File: config.mk
export PLATFORM = sky130hd
export DESIGN_NAME = shift_deser_flat
export DESIGN_NICKNAME = d
export VERILOG_FILES = /design/src/rtl/shift_pkg.sv /design/src/rtl/shift_deser_if.sv /design/src/rtl/shift_deser_core.sv /design/src/rtl/shift_deser.sv /design/src/flat_wrapper.sv
export SDC_FILE = /design/constraint.sdc
export NUM_CORES = 1
export LEC_CHECK = 0
export ABC_AREA = 1
export BUFFER_PORTS_ARGS = -buffer_cell sky130_fd_sc_hd__buf_2
export CAP_MARGIN = 20
export CORE_UTILIZATION = 50
export CTS_CLUSTER_DIAMETER = 30
export DETAILED_ROUTE_END_ITERATION = 16
export GPL_ROUTABILITY_DRIVEN = 0
export GPL_TIMING_DRIVEN = 1
export HOLD_SLACK_MARGIN = 0.08
export PLACE_DENSITY = 0.85
export SYNTH_ARGS = -nofsm -noshare
export SYNTH_HDL_FRONTEND = slang
export SYNTH_SLANG_ARGS = --single-unit
File: constraint.sdc
create_clock -name clk -period 1.5 [get_ports clk]
set_clock_uncertainty 0.05 [all_clocks]
set_input_delay 0.075 -clock clk [delete_from_list [all_inputs] [get_ports clk]]
set_output_delay 0.075 -clock clk [all_outputs]
set_load 0.01 [all_outputs]
File: src/rtl/shift_pkg.sv
// Shared definitions for the serial link: bit-order constants, the collector
// state encoding and a parameter sanity check.
package shift_pkg;

  // Bit-order selector values. These are shared with the shift_reg serializer.
  localparam logic DIR_MSB_FIRST = 1'b0;
  localparam logic DIR_LSB_FIRST = 1'b1;

  // Collector states: IDLE means no partial word, COLLECT means 1..WIDTH-1 bits held.
  typedef enum logic {
    ST_IDLE    = 1'b0,
    ST_COLLECT = 1'b1
  } state_t;

  // True when a word width can be handled by the link (2..32 bits).
  function automatic bit width_ok(input int w);
    return (w >= 2) && (w <= 32);
  endfunction

endpackage

File: src/rtl/shift_deser_if.sv
// Bundle of the serial-input and parallel-output signals of the deserializer.
// The slave modport is the deserializer's view. The master modport is the
// view of whoever drives the line and consumes the words.
interface shift_deser_if #(
  parameter int WIDTH = 4
);
  logic             s_in;
  logic             s_valid;
  logic             shift_dir;
  logic             clear;
  logic [WIDTH-1:0] D_out;
  logic             out_valid;
  logic             out_ready;
  logic             busy;
  logic             overrun;

  modport slave (
    input  s_in,
    input  s_valid,
    input  shift_dir,
    input  clear,
    input  out_ready,
    output D_out,
    output out_valid,
    output busy,
    output overrun
  );

  modport master (
    output s_in,
    output s_valid,
    output shift_dir,
    output clear,
    output out_ready,
    input  D_out,
    input  out_valid,
    input  busy,
    input  overrun
  );
endinterface

File: src/rtl/shift_deser_core.sv
// Bit collector: shifts accepted serial bits into shreg and counts them. It
// latches the bit order on the first bit of each word. It raises a
// combinational done strobe, with the assembled word, when the last bit arrives.
module shift_deser_core
  import shift_pkg::*;
#(
  parameter int WIDTH = 4
) (
  input  logic             clk,
  input  logic             reset_n,
  input  logic             s_in,
  input  logic             s_valid,
  input  logic             shift_dir,
  input  logic             clear,
  output logic [WIDTH-1:0] word,
  output logic             done,
  output logic             busy
);

  localparam int CW = $clog2(WIDTH);
  localparam logic [CW-1:0] LAST = CW'(WIDTH - 1);

  state_t           state_q, state_d;
  logic [WIDTH-1:0] shreg_q, shreg_d;
  logic [CW-1:0]    bit_cnt_q, bit_cnt_d;
  logic             dir_lat_q, dir_lat_d;

  logic             accept;
  logic             dir_cur;
  logic [WIDTH-1:0] shl_word;
  logic [WIDTH-1:0] shr_word;

  // A bit counts only when it is not flushed away by clear in the same cycle.
  assign accept = s_valid & ~clear;

  // The first bit of a word follows shift_dir directly. Later bits use the latched order.
  assign dir_cur = (state_q == ST_IDLE) ? shift_dir : dir_lat_q;

  // Candidate next contents of shreg for both bit orders.
  // The new bit enters at the LSB for MSB-first and at the MSB for LSB-first.
  genvar gi;
  generate
    for (gi = 0; gi < WIDTH; gi++) begin : g_shift
      if (gi == 0) begin : g_shl_lsb
        assign shl_word[gi] = s_in;
      end else begin : g_shl_mid
        assign shl_word[gi] = shreg_q[gi-1];
      end
      if (gi == WIDTH - 1) begin : g_shr_msb
        assign shr_word[gi] = s_in;
      end else begin : g_shr_mid
        assign shr_word[gi] = shreg_q[gi+1];
      end
    end
  endgenerate

  assign word = (dir_cur == DIR_LSB_FIRST) ? shr_word : shl_word;
  assign done = accept && (bit_cnt_q == LAST);
  assign busy = (bit_cnt_q != '0);

  // State, shift register, bit counter and direction latch registers.
  always_ff @(posedge clk or negedge reset_n) begin
    if (!reset_n) begin
      state_q   <= ST_IDLE;
      shreg_q   <= '0;
      bit_cnt_q <= '0;
      dir_lat_q <= DIR_MSB_FIRST;
    end else begin
      state_q   <= state_d;
      shreg_q   <= shreg_d;
      bit_cnt_q <= bit_cnt_d;
      dir_lat_q <= dir_lat_d;
    end
  end

  // Next state: clear flushes the partial word. Otherwise an accepted bit
  // shifts in and advances the count, wrapping to IDLE on the last bit.
  always_comb begin
    state_d   = state_q;
    shreg_d   = shreg_q;
    bit_cnt_d = bit_cnt_q;
    dir_lat_d = dir_lat_q;
    if (clear) begin
      state_d   = ST_IDLE;
      shreg_d   = '0;
      bit_cnt_d = '0;
    end else if (s_valid) begin
      shreg_d = word;
      if (state_q == ST_IDLE) begin
        dir_lat_d = shift_dir;
      end
      if (bit_cnt_q == LAST) begin
        bit_cnt_d = '0;
        state_d   = ST_IDLE;
      end else begin
        bit_cnt_d = bit_cnt_q + CW'(1);
        state_d   = ST_COLLECT;
      end
    end
  end

endmodule

File: src/rtl/shift_deser.sv
// Serial-in, parallel-out receiver. The core assembles words. This level holds
// the output register and the valid/ready handshake. It flags overrun when a
// finished word arrives while the consumer is still stalled.
module shift_deser
  import shift_pkg::*;
#(
  parameter int WIDTH = 4
) (
  input  logic          clk,
  input  logic          reset_n,
  shift_deser_if.slave  bus
);

  generate
    if (!width_ok(WIDTH)) begin : g_bad_width
      $error("shift_deser: WIDTH must be in 2..32");
    end
  endgenerate

  logic [WIDTH-1:0] word;
  logic             done;
  logic             core_busy;

  logic [WIDTH-1:0] d_out_q, d_out_d;
  logic             out_valid_q, out_valid_d;
  logic             overrun_q, overrun_d;

  logic             take;
  logic             drop;

  shift_deser_core #(
    .WIDTH (WIDTH)
  ) u_core (
    .clk       (clk),
    .reset_n   (reset_n),
    .s_in      (bus.s_in),
    .s_valid   (bus.s_valid),
    .shift_dir (bus.shift_dir),
    .clear     (bus.clear),
    .word      (word),
    .done      (done),
    .busy      (core_busy)
  );

  // A finished word is kept if the holding register is empty or is being read
  // this cycle. Otherwise the word is lost.
  assign take = done & (~out_valid_q | bus.out_ready);
  assign drop = done & out_valid_q & ~bus.out_ready;

  // Output holding register, valid flag and overrun pulse.
  always_ff @(posedge clk or negedge reset_n) begin
    if (!reset_n) begin
      d_out_q     <= '0;
      out_valid_q <= 1'b0;
      overrun_q   <= 1'b0;
    end else begin
      d_out_q     <= d_out_d;
      out_valid_q <= out_valid_d;
      overrun_q   <= overrun_d;
    end
  end

  // Handshake: a read empties the register unless a new word lands in the same cycle.
  always_comb begin
    d_out_d     = d_out_q;
    out_valid_d = out_valid_q;
    overrun_d   = 1'b0;
    if (out_valid_q && bus.out_ready) begin
      out_valid_d = 1'b0;
    end
    if (take) begin
      d_out_d     = word;
      out_valid_d = 1'b1;
    end
    if (drop) begin
      overrun_d = 1'b1;
    end
  end

  assign bus.D_out     = d_out_q;
  assign bus.out_valid = out_valid_q;
  assign bus.overrun   = overrun_q;
  assign bus.busy      = core_busy;

endmodule

File: src/flat_wrapper.sv
// flat-port wrapper written by rule: the top's interface ports become plain ports
module shift_deser_flat import shift_pkg::*;
#(
  parameter int WIDTH = 4
)
  (clk, reset_n, bus_s_in, bus_s_valid, bus_shift_dir, bus_clear, bus_out_ready, bus_D_out, bus_out_valid, bus_busy, bus_overrun);
  shift_deser_if #(.WIDTH(WIDTH)) bus_i ();
  input  logic clk;
  input  logic reset_n;
  input wire logic [$bits(bus_i.s_in)-1:0] bus_s_in;
  input wire logic [$bits(bus_i.s_valid)-1:0] bus_s_valid;
  input wire logic [$bits(bus_i.shift_dir)-1:0] bus_shift_dir;
  input wire logic [$bits(bus_i.clear)-1:0] bus_clear;
  input wire logic [$bits(bus_i.out_ready)-1:0] bus_out_ready;
  output wire logic [$bits(bus_i.D_out)-1:0] bus_D_out;
  output wire logic [$bits(bus_i.out_valid)-1:0] bus_out_valid;
  output wire logic [$bits(bus_i.busy)-1:0] bus_busy;
  output wire logic [$bits(bus_i.overrun)-1:0] bus_overrun;
  assign bus_i.s_in = bus_s_in;
  assign bus_i.s_valid = bus_s_valid;
  assign bus_i.shift_dir = bus_shift_dir;
  assign bus_i.clear = bus_clear;
  assign bus_i.out_ready = bus_out_ready;
  assign bus_D_out = bus_i.D_out;
  assign bus_out_valid = bus_i.out_valid;
  assign bus_busy = bus_i.busy;
  assign bus_overrun = bus_i.overrun;
  shift_deser #(.WIDTH(WIDTH)) u_core (.clk(clk), .reset_n(reset_n), .bus(bus_i));
endmodule
==> run_summary.xml <==
<?xml version="1.0" encoding="UTF-8"?>
<metrics>
  <group name="job">
    <metric name="maxCapViolCount" unit="">0</metric>
  </group>
  <group name="power_and_ir_drop">
    <metric name="max-vdd-ir-drop" unit="V">0.000526</metric>
    <metric name="power_per_cell_area" unit="nW/µm²">974</metric>
    <metric name="p_leak" unit="nW">0.473</metric>
    <metric name="p_total" unit="mW">0.786</metric>
  </group>
  <group name="floorplanning">
    <metric name="floorplan.core_area" unit="µm²">1170</metric>
    <metric name="floorplan.io_pins" unit="">14</metric>
    <metric name="row_count" unit="">12</metric>
    <metric name="floorplan.initialDensity" unit="%">57.4</metric>
    <metric name="floorplan.die_area" unit="µm²">1490</metric>
    <metric name="die_width" unit="µm">38.7</metric>
    <metric name="die_y" unit="µm">38.7</metric>
  </group>
  <group name="timing">
    <metric name="final-hold-violation-count" unit="">0</metric>
    <metric name="fin_crit_sh" unit="%">82.1</metric>
    <metric name="final.setup.tns" unit="ns">0</metric>
    <metric name="max-slew-margin-rel" unit="%">70.8</metric>
    <metric name="final_max_slew_viol_count" unit="">0</metric>
    <metric name="fin_crit" unit="ns">1.23</metric>
    <metric name="timing.final.setup_violations" unit="">0</metric>
    <metric name="finalWorstSetupSlack" unit="ns">0.268</metric>
    <metric name="fmax" unit="MHz">812</metric>
    <metric name="rsz0062_at_grt" unit="">no</metric>
    <metric name="worst_slew_pin_slew" unit="ns">0.437</metric>
  </group>
  <group name="route">
    <metric name="postRouteAntennaNets" unit="">0</metric>
    <metric name="detail_route.vias_per_cell" unit="">5.20</metric>
    <metric name="detail_route.iter0.violations" unit="">14</metric>
    <metric name="number_of_remaining_drc_errors" unit="">0</metric>
    <metric name="detail_route.wirelength" unit="mm">1.34</metric>
    <metric name="drtPass1Iterations" unit="">4</metric>
    <metric name="route.vias.total" unit="">603</metric>
    <metric name="routed_wire_length_per_instance" unit="µm">11.5</metric>
  </group>
  <group name="global_routing">
    <metric name="gr-total-overflow" unit="">0</metric>
    <metric name="number_of_antenna_violations_at_the_first_check_in_global_routing" unit="">0</metric>
    <metric name="number_of_global_route_vias_before_repair" unit="">535</metric>
    <metric name="largest_net_degree_at_the_start_of_global_routing" unit="">15</metric>
    <metric name="global_route_wire_length_before_repair" unit="mm">2.21</metric>
    <metric name="grt_util_all_layers" unit="%">22.8</metric>
  </group>
  <group name="place">
    <metric name="preCtsSetupSlack" unit="ns">0.291</metric>
    <metric name="port-buffer-count" unit="">13</metric>
    <metric name="post-dp-hpwl" unit="mm">1.02</metric>
  </group>
  <group name="logic_synthesis">
    <metric name="syn_area_per_cell" unit="µm²">8.10</metric>
    <metric name="synth-edff-count" unit="">0</metric>
    <metric name="yosys_register_bits" unit="">14</metric>
    <metric name="ys_dominant_reg_cell" unit="">sky130_fd_sc_hd__dfrtp_1</metric>
    <metric name="synthMostInstantiatedCell" unit="">sky130_fd_sc_hd__nand2_1</metric>
    <metric name="post-synth-top-area-fraction" unit="%">52.1</metric>
    <metric name="asyncSetResetFlopFracSynth" unit="%">100</metric>
    <metric name="post-synth-top-area-cell" unit="">sky130_fd_sc_hd__dfrtp_1</metric>
    <metric name="postSynthCellCount" unit="">83</metric>
    <metric name="synth-seq-area-share" unit="%">52.1</metric>
    <metric name="yosys-top-cells-count" unit="">24 x sky130_fd_sc_hd__nand2_1, 17 x sky130_fd_sc_hd__nand3_1, 15 x sky130_fd_sc_hd__inv_1</metric>
    <metric name="synth.net_count" unit="">92</metric>
    <metric name="synth_cell_type_count" unit="">12</metric>
    <metric name="yosys_warnings" unit="">0</metric>
    <metric name="mappedNetlistArea" unit="µm²">672</metric>
    <metric name="synthTopCellsByArea" unit="">sky130_fd_sc_hd__dfrtp_1 52%, sky130_fd_sc_hd__nand2_1 13%, sky130_fd_sc_hd__nand3_1 13%, sky130_fd_sc_hd__inv_1 8.4%, sky130_fd_sc_hd__ha_1 3.7%</metric>
  </group>
  <group name="clock_tree">
    <metric name="post_cts_resize_count" unit="">0</metric>
    <metric name="cts_buffer_depth" unit="">2</metric>
    <metric name="clk-insertion-delay-late" unit="ns">0.28</metric>
    <metric name="number_of_h_tree_levels" unit="">1</metric>
    <metric name="clk_root_buffer_cell" unit="">sky130_fd_sc_hd__clkbuf_4</metric>
    <metric name="cts-buffers-inserted" unit="">3</metric>
    <metric name="post_cts_hold_buffer_count" unit="">3</metric>
    <metric name="clock_sinks" unit="">14</metric>
    <metric name="cts_post_setup_buffers_inserted" unit="">0</metric>
    <metric name="clkSlewWorstSetupHoldPaths" unit="ns">0.08</metric>
    <metric name="cts_tree" unit="">yes</metric>
  </group>
  <group name="setup_path">
    <metric name="regToRegStartpoint" unit="">u_core.u_core.bit_cnt_q[0]$_DFFE_PN0P_</metric>
    <metric name="reg2reg_depth" unit="">6</metric>
    <metric name="slowest_delay" unit="ns">0.39</metric>
    <metric name="crit_arrival" unit="ns">1.36</metric>
    <metric name="worst_ep_required_time" unit="ns">1.62</metric>
    <metric name="critPathMaxFanout" unit="">5</metric>
    <metric name="worstSetupEndpointType" unit="">flop</metric>
    <metric name="critPathTopFamily" unit="">simple AND/OR/NAND/NOR gates</metric>
    <metric name="timing.critical_path.cells" unit="">ha_1 &gt; nand3_2 &gt; nor2_4 &gt; inv_2 &gt; nand2_1 &gt; nand2_1</metric>
    <metric name="worst_r2r_endpoint" unit="">u_core.bus.D_out[0]$_DFFE_PN0P_</metric>
    <metric name="rrSetupSlack" unit="ns">0.27</metric>
    <metric name="path_common_cell" unit="">sky130_fd_sc_hd__nand2_1</metric>
    <metric name="buffers_plus_inverters_on_the_worst_setup_path" unit="">1</metric>
    <metric name="critical_path_class" unit="">flop to flop</metric>
    <metric name="cpMaxStageDelayCell" unit="">sky130_fd_sc_hd__dfrtp_1</metric>
    <metric name="start_kind" unit="">flop</metric>
  </group>
  <group name="cells_and_area">
    <metric name="total_inserted_antenna_cells" unit="">0</metric>
    <metric name="layout-drive-gt1-share" unit="%">20.6</metric>
    <metric name="layout-area-overhead-vs-synth" unit="%">20.1</metric>
    <metric name="fill_cells" unit="">86</metric>
    <metric name="final_nets" unit="">113</metric>
  </group>
  <group name="hold_path">
    <metric name="worstHoldPathType" unit="">input pin to flop</metric>
    <metric name="terminating_pin_of_the_worst_hold_path" unit="">u_core.bus.overrun$_DFF_PN0_</metric>
    <metric name="hold_depth" unit="">4</metric>
    <metric name="hold_path_startpoint" unit="">bus_clear</metric>
  </group>
  <group name="run_status">
    <metric name="status" unit="">finished, final reports clean</metric>
  </group>
</metrics>
-- kinds of logic after synthesis --
group / count (synthesis) / synth area share (%)
flip-flops: 14 / 52.1
adder cells (fa/ha/maj): 2 / 3.72
buffers and inverters: 17 / 9.50
AND/OR/NAND/NOR: 46 / 30.9
AO/OA/AOI/OAI: 4 / 3.73
-- flip-flops by register name, summed over array words and instances (netlist names) --
signal                   flops
u_core.bus.D_out             4
u_core.bus.out_valid         1
u_core.bus.overrun           1
u_core.u_core.bit_cnt_q      2
u_core.u_core.dir_lat_q      1
u_core.u_core.shreg_q        4
u_core.u_core.state_q        1
-- area by class of cell --
class	count	area, µm²	area share [%]
Timing Repair Buffer	16	95.1	11.8
Tap cell	14	17.5	2.17
Inverter	17	63.8	7.91
Sequential cell	14	350	43.4
Clock buffer	3	22.5	2.79
Multi-Input combinational cell	52	258	31.9
-- report_power, final --
part	total [mW]	switching, mW	internal [mW]
registers	0.431	0.0198	0.411
logic	0.147	0.0906	0.0562
clock network	0.208	0.115	0.0933
total	0.786	0.226	0.560
-- per-layer routing --
metal	routed length, µm	vias to the layer above	part of all wire, %	GRT usage, %
met5	0	-	0	0
met4	27	0	2.0	10.3
met3	85	5	6.4	8.67
met2	639	24	48	35.0
met1	582	277	44	28.1
li1	-	297	-	-
-- tightest hold or removal path, delay by kind of cell --
| family | cells | cell delay, ns |
|---|---|---|
| and+or+nand+nor | 2 | 0.16 |
| buffers and inverters | 2 | 0.15 |
-- through the flow --
step / util [%] / hold slack, ns / instances / cell area, µm²
global placement: 64.4 / -0.0719 / 110 / 754
finish: 68.9 / 0.0908 / 116 / 807
detailed placement: 64.4 / -0.0682 / 110 / 754
global route: 68.9 / 0.0814 / 116 / 807
floorplan: - / -0.271 / 83 / 672
CTS: 68.9 / 0.0876 / 116 / 807
-- cells in the final DEF (no fill, tap or decap) --
| cell type | count |
|---|---|
| sky130_fd_sc_hd__nor2_4 | 1 |
| sky130_fd_sc_hd__clkbuf_4 | 3 |
| sky130_fd_sc_hd__dlygate4sd3_1 | 3 |
| sky130_fd_sc_hd__ha_1 | 2 |
| sky130_fd_sc_hd__nand2_1 | 24 |
| sky130_fd_sc_hd__nor2_1 | 3 |
| sky130_fd_sc_hd__o22ai_1 | 1 |
| sky130_fd_sc_hd__buf_2 | 13 |
| sky130_fd_sc_hd__inv_2 | 2 |
| sky130_fd_sc_hd__dfrtp_1 | 14 |
| sky130_fd_sc_hd__o21ai_0 | 2 |
| sky130_fd_sc_hd__nand3_2 | 1 |
| sky130_fd_sc_hd__inv_1 | 15 |
| sky130_fd_sc_hd__nand3_1 | 17 |
| sky130_fd_sc_hd__o21ai_2 | 1 |
-- worst max path at each step --
| stage | from | to | slack [ns] | cells past startpoint |
|---|---|---|---|---|
| 6_report | u_core.u_core.bit_cnt_q[0]$_DFFE_PN0P_ | u_core.bus.D_out[0]$_DFFE_PN0P_ | 0.27 | 6 |
| 3_5_place_dp | u_core.u_core.bit_cnt_q[0]$_DFFE_PN0P_ | u_core.bus.D_out[0]$_DFFE_PN0P_ | 0.29 | 6 |
| 2_1_floorplan | u_core.u_core.bit_cnt_q[0]$_DFFE_PN0P_ | u_core.bus.D_out[0]$_DFFE_PN0P_ | 0.41 | 6 |
| 3_3_place_gp | u_core.u_core.bit_cnt_q[0]$_DFFE_PN0P_ | u_core.bus.D_out[1]$_DFFE_PN0P_ | 0.36 | 6 |
| 4_1_cts | u_core.u_core.bit_cnt_q[0]$_DFFE_PN0P_ | u_core.bus.D_out[0]$_DFFE_PN0P_ | 0.27 | 6 |
| 5_1_grt | u_core.u_core.bit_cnt_q[0]$_DFFE_PN0P_ | u_core.bus.D_out[0]$_DFFE_PN0P_ | 0.18 | 6 |
Power figures use the tool's default switching activity.
